[src/rtl/mul_div_unit_pkg.sv]
// Shared definitions for the multiply/divide unit: operation codes, FSM states
// and the default word width.
package mul_div_unit_pkg;

  localparam int WORD_WIDTH = 32;
  localparam int MDOP_WIDTH = 3;

  typedef enum logic [MDOP_WIDTH-1:0] {
    MD_MULT  = 3'd0,
    MD_MULTU = 3'd1,
    MD_DIV   = 3'd2,
    MD_DIVU  = 3'd3,
    MD_MTHI  = 3'd4,
    MD_MTLO  = 3'd5
  } md_op_e;

  typedef enum logic [1:0] {
    MD_IDLE = 2'd0,
    MD_RUN  = 2'd1,
    MD_FIX  = 2'd2
  } md_state_e;

endpackage

[src/rtl/mdu_datapath.sv]
// Iterative engine: shift-add multiply or restoring divide, one bit per step,
// on unsigned magnitudes. The parent owns sequencing and sign correction.
module mdu_datapath
  import mul_div_unit_pkg::*;
#(
  parameter int W    = WORD_WIDTH,
  parameter int ITER = W
) (
  input  logic                         clk,
  input  logic                         rst,
  input  logic                         load,
  input  logic                         step,
  input  logic                         is_div,
  input  logic [W-1:0]                 a,
  input  logic [W-1:0]                 b,
  output logic [$clog2(ITER+1)-1:0]    cnt,
  output logic [2*W-1:0]               prod,
  output logic [W-1:0]                 quot,
  output logic [W-1:0]                 rem
);

  localparam int CNT_W = $clog2(ITER+1);

  // acc: multiply keeps {partial product, multiplier}; divide keeps the
  // dividend/quotient shift register in its low half.
  logic [2*W-1:0] acc;
  logic [W-1:0]   opb;
  logic [W-1:0]   rem_r;
  logic [W:0]     add_sum;
  logic [W:0]     trial;
  logic           fits;

  always_comb begin
    add_sum = {1'b0, acc[2*W-1:W]} + {1'b0, (acc[0] ? opb : {W{1'b0}})};
    trial   = {rem_r, acc[W-1]};
    fits    = (trial >= {1'b0, opb});
  end

  always_ff @(posedge clk) begin
    if (rst) begin
      cnt <= '0;
    end else if (load) begin
      cnt <= '0;
    end else if (step) begin
      cnt <= cnt + CNT_W'(1);
    end
  end

  always_ff @(posedge clk) begin
    if (load) begin
      acc   <= {{W{1'b0}}, (is_div ? a : b)};
      opb   <= is_div ? b : a;
      rem_r <= '0;
    end else if (step) begin
      if (is_div) begin
        rem_r       <= fits ? W'(trial - {1'b0, opb}) : trial[W-1:0];
        acc[W-1:0]  <= {acc[W-2:0], fits};
      end else begin
        acc <= {add_sum, acc[W-1:1]};
      end
    end
  end

  assign prod = acc;
  assign quot = acc[W-1:0];
  assign rem  = rem_r;

endmodule

[src/rtl/mul_div_unit.sv]
// Multi-cycle MULT/MULTU/DIV/DIVU unit owning HI/LO; MTHI/MTLO write directly.
// Signed ops run on magnitudes and are sign-corrected in the FIX cycle.
module mul_div_unit
  import mul_div_unit_pkg::*;
#(
  parameter int W    = WORD_WIDTH,
  parameter int ITER = W
) (
  input  logic                  clk,
  input  logic                  rst,
  input  logic                  start,
  input  logic [MDOP_WIDTH-1:0] md_op,
  input  logic [W-1:0]          op1,
  input  logic [W-1:0]          op2,
  input  logic                  cancel,
  output logic                  busy,
  output logic                  done,
  output logic [W-1:0]          hi,
  output logic [W-1:0]          lo
);

  localparam int CNT_W = $clog2(ITER+1);

  md_state_e        state, state_nxt;
  logic             long_op, signed_op, accept, mt_req;
  logic             load, step, last, write_res;
  logic             a_neg, b_neg;
  logic [W-1:0]     a_abs, b_abs;
  logic             is_div_q, neg_q_q, neg_r_q, div_zero_q;
  logic [CNT_W-1:0] cnt;
  logic [2*W-1:0]   prod, prod_fix;
  logic [W-1:0]     quot, rem, fix_hi, fix_lo;

  function automatic logic [W-1:0] cond_neg(input logic neg, input logic [W-1:0] x);
    return neg ? -x : x;
  endfunction

  always_comb begin
    long_op   = (md_op == MD_MULT) || (md_op == MD_MULTU) ||
                (md_op == MD_DIV)  || (md_op == MD_DIVU);
    signed_op = (md_op == MD_MULT) || (md_op == MD_DIV);
    a_neg     = signed_op && op1[W-1];
    b_neg     = signed_op && op2[W-1];
    a_abs     = cond_neg(a_neg, op1);
    b_abs     = cond_neg(b_neg, op2);
    mt_req    = (state == MD_IDLE) && start && !cancel;
    accept    = mt_req && long_op;
    last      = (cnt == CNT_W'(ITER-1));
  end

  always_ff @(posedge clk) begin
    if (rst) state <= MD_IDLE;
    else     state <= state_nxt;
  end

  always_comb begin
    state_nxt = state;
    load      = 1'b0;
    step      = 1'b0;
    write_res = 1'b0;
    case (state)
      MD_IDLE: begin
        if (accept) begin
          state_nxt = MD_RUN;
          load      = 1'b1;
        end
      end
      MD_RUN: begin
        step = !cancel;
        if (cancel)    state_nxt = MD_IDLE;
        else if (last) state_nxt = MD_FIX;
      end
      MD_FIX: begin
        state_nxt = MD_IDLE;
        write_res = !cancel;
      end
      default: state_nxt = MD_IDLE;
    endcase
  end

  // Sign bookkeeping captured with the operands; remainder follows the dividend.
  always_ff @(posedge clk) begin
    if (load) begin
      is_div_q   <= (md_op == MD_DIV) || (md_op == MD_DIVU);
      neg_q_q    <= a_neg ^ b_neg;
      neg_r_q    <= a_neg;
      div_zero_q <= (op2 == '0);
    end
  end

  mdu_datapath #(.W(W), .ITER(ITER)) u_datapath (
    .clk    (clk),
    .rst    (rst),
    .load   (load),
    .step   (step),
    .is_div ((md_op == MD_DIV) || (md_op == MD_DIVU) ? (load ? 1'b1 : is_div_q) : (load ? 1'b0 : is_div_q)),
    .a      (a_abs),
    .b      (b_abs),
    .cnt    (cnt),
    .prod   (prod),
    .quot   (quot),
    .rem    (rem)
  );

  // Divide by zero yields the dividend in HI (sign restored) and all ones in LO.
  always_comb begin
    prod_fix = neg_q_q ? -prod : prod;
    if (is_div_q) begin
      fix_hi = cond_neg(neg_r_q, rem);
      fix_lo = div_zero_q ? {W{1'b1}} : cond_neg(neg_q_q, quot);
    end else begin
      fix_hi = prod_fix[2*W-1:W];
      fix_lo = prod_fix[W-1:0];
    end
  end

  always_ff @(posedge clk) begin
    if (rst) begin
      hi   <= '0;
      lo   <= '0;
      done <= 1'b0;
    end else begin
      done <= write_res;
      if (write_res) begin
        hi <= fix_hi;
        lo <= fix_lo;
      end else if (mt_req && (md_op == MD_MTHI)) begin
        hi <= op1;
      end else if (mt_req && (md_op == MD_MTLO)) begin
        lo <= op1;
      end
    end
  end

  assign busy = (state != MD_IDLE);

endmodule
[config.mk]
export PLATFORM = sky130hd
export DESIGN_NAME = mul_div_unit
export DESIGN_NICKNAME = d
export VERILOG_FILES = /design/src/rtl/mul_div_unit_pkg.sv /design/src/rtl/mdu_datapath.sv /design/src/rtl/mul_div_unit.sv
export SDC_FILE = /design/constraint.sdc
export NUM_CORES = 1
export LEC_CHECK = 0
export BUFFER_PORTS_ARGS = -buffer_cell sky130_fd_sc_hd__buf_2
export CORE_MARGIN = 2
export CORE_UTILIZATION = 58
export DETAILED_ROUTE_END_ITERATION = 10
export GPL_ROUTABILITY_DRIVEN = 0
export PLACE_DENSITY = 0.75
export SLEW_MARGIN = 20
export SYNTH_ARGS = -nofsm -noshare
export SYNTH_HDL_FRONTEND = slang
export SYNTH_HIERARCHICAL = 1
export SYNTH_SLANG_ARGS = --single-unit
[constraint.sdc]
create_clock -name clk -period 6.9 [get_ports clk]
set_input_delay 1.38 -clock clk [delete_from_list [all_inputs] [get_ports clk]]
set_output_delay 1.38 -clock clk [all_outputs]
set_load 0.01 [all_outputs]
==> results.md, run 1 <==
* Clock Path Buffers at 3
* Initial DRC Count at roughly 2300
* Async set or reset register ratio after synthesis at 0
* Post-Synthesis Mean Instance Area at about 8.3 um^2
* Tcrit/Tclk final at 0.6314
* First-pass GRT wire length at 95100 um
* Largest net degree at the start of global routing at ~130
* Status: finished clean
* # rows at 63
* CTS resizes at 0
* CTS Buf Count at 25
* CP Capture Type: flip-flop
* Yosys warning count at 6
* Design area at 0.01925 mm^2
* H-tree levels at 1
* Crit-path cells: buf_2 -> or4b_1 -> nor2_4 -> mux2_4 -> nand2_1 -> buf_4 -> a211oi_1 -> nor3_1
* Gate Count Post-Synth at 2140
* TritonCTS clock tree: built
* Starting Density at 0.5927
* Layout area overhead at 8.698%
* Critical path launch point type: input pin
* Core footprint at around 0.030 mm^2
* GRT overflow at 0
* Antenna violations before repair at 1
* Ys flop type: dfxtp_1
* Final WL at approximately 64000 um
* CP bufs+invs at 2
* Largest cells by area after synthesis: dfxtp_1, edfxtp_1, xnor2_1, nand2_1, ha_1
* Post-Synth XOR/XNOR Area at 0.1004
* Die Width at around 180 um
* Multi-input gate area at about 0.012 mm^2
* RSZ-0062 raised after global routing: false
* Top delay family on crit path: simple AND/OR/NAND/NOR gates
* Pre-CTS WS at 2022 ps
* Setup TNS at 0 ps
* GRT Overall Usage at 0.3916
* R2R Setup Slk at about 3000 ps
* Max-slew violations at 0
* Die Ht at 178.7 um
* CP Data Arrival Time at between 4000 and 5000 ps
* Slew margin rel. at 0.3018
* Post-synthesis register bit count at just over 200
* Max Cap Violations at 0
* Root Buffer: clkbuf_16
* Post-CTS Setup Repair Bufs at 0
* WS Path Type: in2reg
* Maximum clock rate at about 230 MHz
* Worst Hold Class: reg2reg
* Min Tclk post-route at around 4400 ps
* Power Density at about 190 mW/mm^2
* Hold Buf Count CTS at 0
* DRT Pass-1 Iters at 6
* # setup viols final at 0
* Final worst slack at 2543 ps
* Residual DRC count at 0
* Final ANT Viol Nets at 0
* Syn Nets at about 2300
* Slew @ Worst Pin at roughly 1000 ps
* Vias in the first global route at between 15000 and 20000
* Share of layout cells above drive strength 1 at 0.1475
* Vias per cell at between 6 and 7
* Reg area at between 0.004 and 0.005 mm^2
* IO Pins at about 140
* Post-Synthesis Cell Area at approximately 0.018 mm^2
* Port Buf Inserts at about 140
* Total Nets Final at roughly 2300
* Data required, critical path at between 7000 and 8000 ps
* Layout filler cell count at ~2500
* Core Util, Final at 0.6443
* Yosys top cell by area: dfxtp_1
* Worst-case clock skew at around 20 ps
* Area fraction of the dominant cell type after synthesis at 0.1549
* Simple-gate share of the synthesized area at 0.2179
* Setup crit start: cancel
* Seq/Total Area, Yosys at 0.2702
* Pleak at 7.366 nW
* Final hold vios at 0
* Post-synth EDFFs at 68
* Compound-Gate Fraction of Synth Area at 0.2188
* Max VDD drop at 0.1729 mV
* Distinct cells, synth at 96
* Clock transition at path regs at roughly 60 ps
* Main combinational cell family by area after synthesis: compound AO/OA/AOI/OAI gates
* HP Start: u_datapath/cnt[5]
* Critical path peak fanout at 68
* Via count at between 15000 and 20000
* CTS sink count at just over 200
* Adder and majority gate portion of the synthesized area at 0.05172
* CP peak stage delay at around 840 ps
* Avg WL per Cell at 24.61 um
* Fraction of synthesized area in multiplexers at 0.08607
* Dpl cell area at between 0.015 and 0.02 mm^2
* WHS at between 500 and 600 ps
* Crit Reg-Reg Startpoint: u_datapath/prod[0]
* Slowest stage cell on the critical path: mux2_4
* DP HPWL at 47420 um
* Die ar. at between 0.03 and 0.04 mm^2
* Worst skew pair latency at between 500 and 600 ps
## report_power, final
| group | switching, W | internal (W) | total [W] |
|---|---|---|---|
| Clock | 0.000568 | 0.000838 | 0.00141 |
| Sequential | 0.000112 | 0.00131 | 0.00142 |
| Combinational | 0.000519 | 0.000340 | 0.000859 |
| Total | 0.00120 | 0.00248 | 0.00368 |
## state kept, by name (all words and copies together) (netlist names)
signal,cells
u_datapath/prod,64
hi,32
lo,32
u_datapath/opb,32
u_datapath/rem,32
u_datapath/cnt,6
state,2
div_zero_q,1
done,1
is_div_q,1
neg_q_q,1
neg_r_q,1
## logic make-up (layout without fill, tap and decap cells)
family / Yosys count / count (layout)
compound gates: 583 / 583
mux: 108 / 108
xor+xnor: 203 / 203
simple gates: 758 / 758
other cells: 0 / 3
fa+ha+maj: 72 / 72
buf+inv: 211 / 267
flops: 205 / 205
## path summary, 6_finish.rpt
kind | endpoint | cells past startpoint
hold / removal | u_datapath/cnt[5] | 2
setup reg to reg | u_datapath/prod[62] | 12
hold reg to reg | u_datapath/cnt[5] | 2
setup / recovery | u_datapath/rem[11] | 8
## area by class of cell
class	count	area share
diodes	3	0.0003900
clock buffers	30	0.03452
clock inverters	15	0.009946
inverters	65	0.01268
multi-input cells	1724	0.6233
flip-flops and latches	205	0.2486
well taps	390	0.02535
repair buffers	157	0.04524
## tightest hold or removal path, stage by stage (launching register included)
cell and delay [ps]:
dfxtp_1 310, o21ai_0 70, a21oi_1 70
## cells in the mapped netlist, types with 6 or more instances
library cell / instances
o21ai_1: 10
nand3_1: 39
xor2_1: 70
a31oi_1: 27
o31ai_1: 35
xnor2_1: 133
buf_2: 11
o21bai_1: 7
a211oi_1: 42
ha_1: 70
inv_1: 65
clkbuf_1: 82
mux2_2: 34
o21ai_0: 114
buf_1: 14
a21o_1: 35
nand2_1: 247
and3_1: 16
or2_2: 11
nor2b_1: 13
a221o_1: 6
o211ai_1: 11
dfxtp_1: 137
o22ai_1: 25
or4_1: 22
and2_1: 40
o221ai_1: 7
buf_4: 34
o41ai_1: 27
or3_1: 36
mux2i_1: 42
edfxtp_1: 68
nand4_1: 28
nor3_1: 73
nor3b_1: 9
a21oi_1: 159
nand2b_1: 25
nor4_1: 35
nor2_1: 126
o21a_1: 7
mux4_2: 32
## stage by stage
stage	total power, W	std cells
4_1_cts	0.003636	2585
6_report	0.003681	2589
3_3_place_gp	0.002234	2540
3_5_place_dp	0.002254	2540
5_1_grt	0.003784	2586
2_1_floorplan	0.002008	2140
## metal layers
metal | part of all wire | vias up | track usage
met4 | 0.070 | 0 | 0.2297
met2 | 0.40 | 1266 | 0.5500
li1 | - | 8011 | -
met1 | 0.38 | 8253 | 0.5337
met5 | 0 | - | 0
met3 | 0.15 | 237 | 0.1117
## cell usage in the layout, fill, tap and decap left out, drive strengths merged, types with 14 or more instances in the layout
master / n
and3: 16
and2: 41
ha: 70
o22ai: 25
dfxtp: 137
nand3: 40
nor2: 127
mux2i: 42
buf: 157
mux4: 32
nand2: 248
o41ai: 28
o211ai: 14
nand2b: 26
a21o: 35
inv: 66
or4: 24
nor3: 73
xor2: 70
a31oi: 29
xnor2: 133
mux2: 34
or3: 38
nand4: 28
o31ai: 39
nor4: 41
a211oi: 47
o21ai: 125
edfxtp: 68
clkbuf: 30
a21oi: 160
(Power assumes the default switching activity.)
==> run 2, diff against run 1 <==
Settings changed: ABC_AREA set to 1, CORE_UTILIZATION 58 to 57, PLACE_DENSITY 0.75 to 0.77.
Clock period 6.9 ns to 3.55 ns, I/O delays scaled along.
==> run 2 against run 1 <==
Design area increased by 16%. Utilization decreased by 1.9 points. Synthesized area increased by 17%. Die area increased by 18%. Setup slack got worse by 2000 ps. Wire length increased by 23%. Clock skew decreased by 9.1 ps. Highest routed layer unchanged.
==> results.md, run 2 <==
* Slowest stage cell on the critical path: edfxtp_1
* Pleak at approximately 11 nW
* CTS resizes at 0
* Vias per cell at 5.960
* Largest cells by area after synthesis: nand2_1, dfxtp_1, edfxtp_1, nor2_1, inv_1
* R2R depth at 14
* Final ANT Viol Nets at 0
* Residual DRC count at 0
* Via count at approximately 24000
* IO Pins at 137
* Commonest cells after routing, fill and taps aside: nand2_1, nor2_1, inv_1
* CP Data Arrival Time at between 3000 and 4000 ps
* Pint at about 0.0050 W
* Post-synth EDFFs at between 60 and 70
* Layout filler cell count at approximately 3500
* Design area at 0.02230 mm^2
* GRT met2 Usage at 0.6282
* Min Tclk post-route at around 3000 ps
* Yosys top cell by area: nand2_1
* Data required, critical path at about 4000 ps
* # rows at 69
* Critical path peak fanout at 21
* Largest net degree at the start of global routing at 97
* Layout area overhead at 7.934%
* Die ar. at 0.03778 mm^2
* RSZ-0062 raised after global routing: false
* Hold Buf Count CTS at 0
* Slew margin rel. at 0.2674
* Setup TNS at 0 ps
* Worst Hold Depth at 1
* Vias in the first global route at between 20000 and 25000
* Commonest non-fill, non-tap cell in the layout: nand2_1
* TritonCTS clock tree: built
* Crit-path cells: buf_4 -> nand2_1 -> inv_1 -> ha_1 -> nand2_1 -> inv_1 -> nand2_1 -> nor2_1 -> nand3_1 -> or2_2 -> nand3_1 -> nand3_1 -> nand2_1 -> inv_1
* Tcrit/Tclk final at 0.8335
* Gate Count Post-Synth at about 3600
* GRT Overall Usage at 0.4006
* Port Buf Inserts at 136
* Status: finished clean
* Max Cap Violations at 0
* Initial DRC Count at around 3300
* CTS Buf Count at 25
* GRT met3 Usage at 0.05414
* Sequential share of power at 0.349
* Final hold vios at 0
* Clock Path Buffers at 3
* Core footprint at about 0.036 mm^2
* Net switching power at 0.003165 W
* # setup viols final at 0
* WS Path Type: reg2reg
* Max VDD drop at approximately 0.32 mV
* Total Nets Final at 3736
* Met1 Use GR at 0.5067
* Final worst slack at 591.0 ps
* Net Sw Frac at 0.3855
* HP Start: u_datapath/cnt[5]
* CP peak stage delay at between 600 and 700 ps
* H-tree levels at 1
* Critical path launch point type: flip-flop
* Final WL at around 78000 um
* Clock transition at path regs at 60 ps
* Worst-case clock skew at around 11 ps
* Max-slew violations at 0
* Maximum clock rate at roughly 340 MHz
* Root Buffer: clkbuf_16
* Hold path endpoint: u_datapath/cnt[5]
* Clock network power share at 0.342
* R2R Setup Slk at slightly below 600 ps
* Post-Synthesis Cell Area at 0.02066 mm^2
* Seq/Total Area, Yosys at 0.2316
* DRT Pass-1 Iters at 8
* Post-synth top cells: nand2_1, nor2_1, inv_1
* Area fraction of the dominant cell type after synthesis at 0.2070
* Post-CTS Setup Repair Bufs at 0
* Worst skew pair latency at 560 ps
* Die Width at 194.4 um
* Crit Reg-Reg Startpoint: u_datapath/prod[0]
* Slew @ Worst Pin at ~1100 ps
* Largest register FFs at 64
* First-pass GRT wire length at ~120000 um
* Placed cells at 4027
* Antenna violations before repair at 0
* Most common cell in the netlist: nand2_1
* Antenna cell count at 0
* Syn Nets at around 3700
* WHS at roughly 460 ps
* Post-synthesis register bit count at 205
* Ys flop type: dfxtp_1
* Distinct cells, synth at 55
* Top Usage Layer GRT: met2
* Pre-CTS WS at ~550 ps
* Power Density at between 300 and 400 mW/mm^2
* Share of layout cells above drive strength 1 at 0.09081
* FF-to-FF End: u_datapath/prod[57]
* CTS sink count at between 200 and 250
* Worst Hold Class: reg2reg
* Async set or reset register ratio after synthesis at 0
* GRT overflow at 0
* Combinational share of power at 0.308
* Post-Synthesis Mean Instance Area at around 5.8 um^2
* Yosys warning count at 6
* DP HPWL at 61160 um
* Most used cell, CP: nand2_1
* Dpl cell area at 0.02141 mm^2
* Die Ht at 194.4 um
* CP Capture Type: flip-flop
* Avg WL per Cell at 19.16 um
* Starting Density at 0.5794
* Layout Cells excl Fill at ~4100
==> run 2: cell count changes after synthesis, moves of 39 or more <==
cell and change:
a211oi_1 -42, inv_1 +329, mux2i_1 -42, nand2_1 +892, nand3_1 +202, nor2_1 +321
o21ai_0 +143, o21ai_1 +39, xnor2_1 -110
==> run 2: logic make-up after synthesis <==
group / count (synthesis) / share of synthesized area
DFF: 205 / 0.2316
xor gates and xnor gates: 103 / 0.04367
and+or+nand+nor: 2020 / 0.4111
buffers and inverters: 580 / 0.1157
AOI/OAI and AO/OA: 574 / 0.1536
adders and majority gates: 72 / 0.04433
==> run 2: worst max path at each step <==
stage / from / end / slack, ps
CTS: u_datapath/prod[0] / u_datapath/prod[57] / 690
detailed placement: cancel / u_datapath/prod[10] / 550
global route: u_datapath/prod[0] / u_datapath/prod[55] / 430
finish: u_datapath/prod[0] / u_datapath/prod[57] / 590
global placement: cancel / u_datapath/prod[10] / 640
floorplan: cancel / u_datapath/prod[0] / 190
==> run 2: critical path: cells and delay by family (launching register included) <==
kind,cells,cell delay (ps)
simple gates,9,1350
flops,1,680
buf+inv,4,490
fa+ha+maj,1,350
==> run 2: area by class of cell <==
type / count / area (um^2) / share of cell area
Clock buffer: 33 / 728.2 / 0.03266
Clock inverter: 13 / 160.2 / 0.007183
Inverter: 425 / 1595 / 0.07154
Multi-Input combinational cell: 2769 / 13510 / 0.6061
Sequential cell: 205 / 4785 / 0.2146
Tap cell: 461 / 576.8 / 0.02587
Timing Repair Buffer: 167 / 938.4 / 0.04209
==> run 2: power groups by stage <==
stage	clock network [W]	registers [W]	logic, W
detailed placement	0	0.00290	0.00242
finish	0.00281	0.00287	0.00253
CTS	0.00281	0.00285	0.00244
global placement	0	0.00290	0.00238
floorplan	0	0.00275	0.00180
global route	0.00289	0.00287	0.00279
==> run 2: metal layers <==
metal / share of wire / wire length [um] / up-vias
met5: 0 / 0 / -
met2: 0.43 / 33570 / 1524
met1: 0.38 / 29540 / 10905
met4: 0.087 / 6773 / 0
li1: - / - / 11473
met3: 0.10 / 8161 / 375
==> run 2: metrics by stage <==
stage | total power (W) | utilization
floorplan | 0.004551 | -
global placement | 0.005273 | 0.6004
detailed placement | 0.005318 | 0.6004
CTS | 0.008093 | 0.6254
global route | 0.008547 | 0.6254
finish | 0.008210 | 0.6254
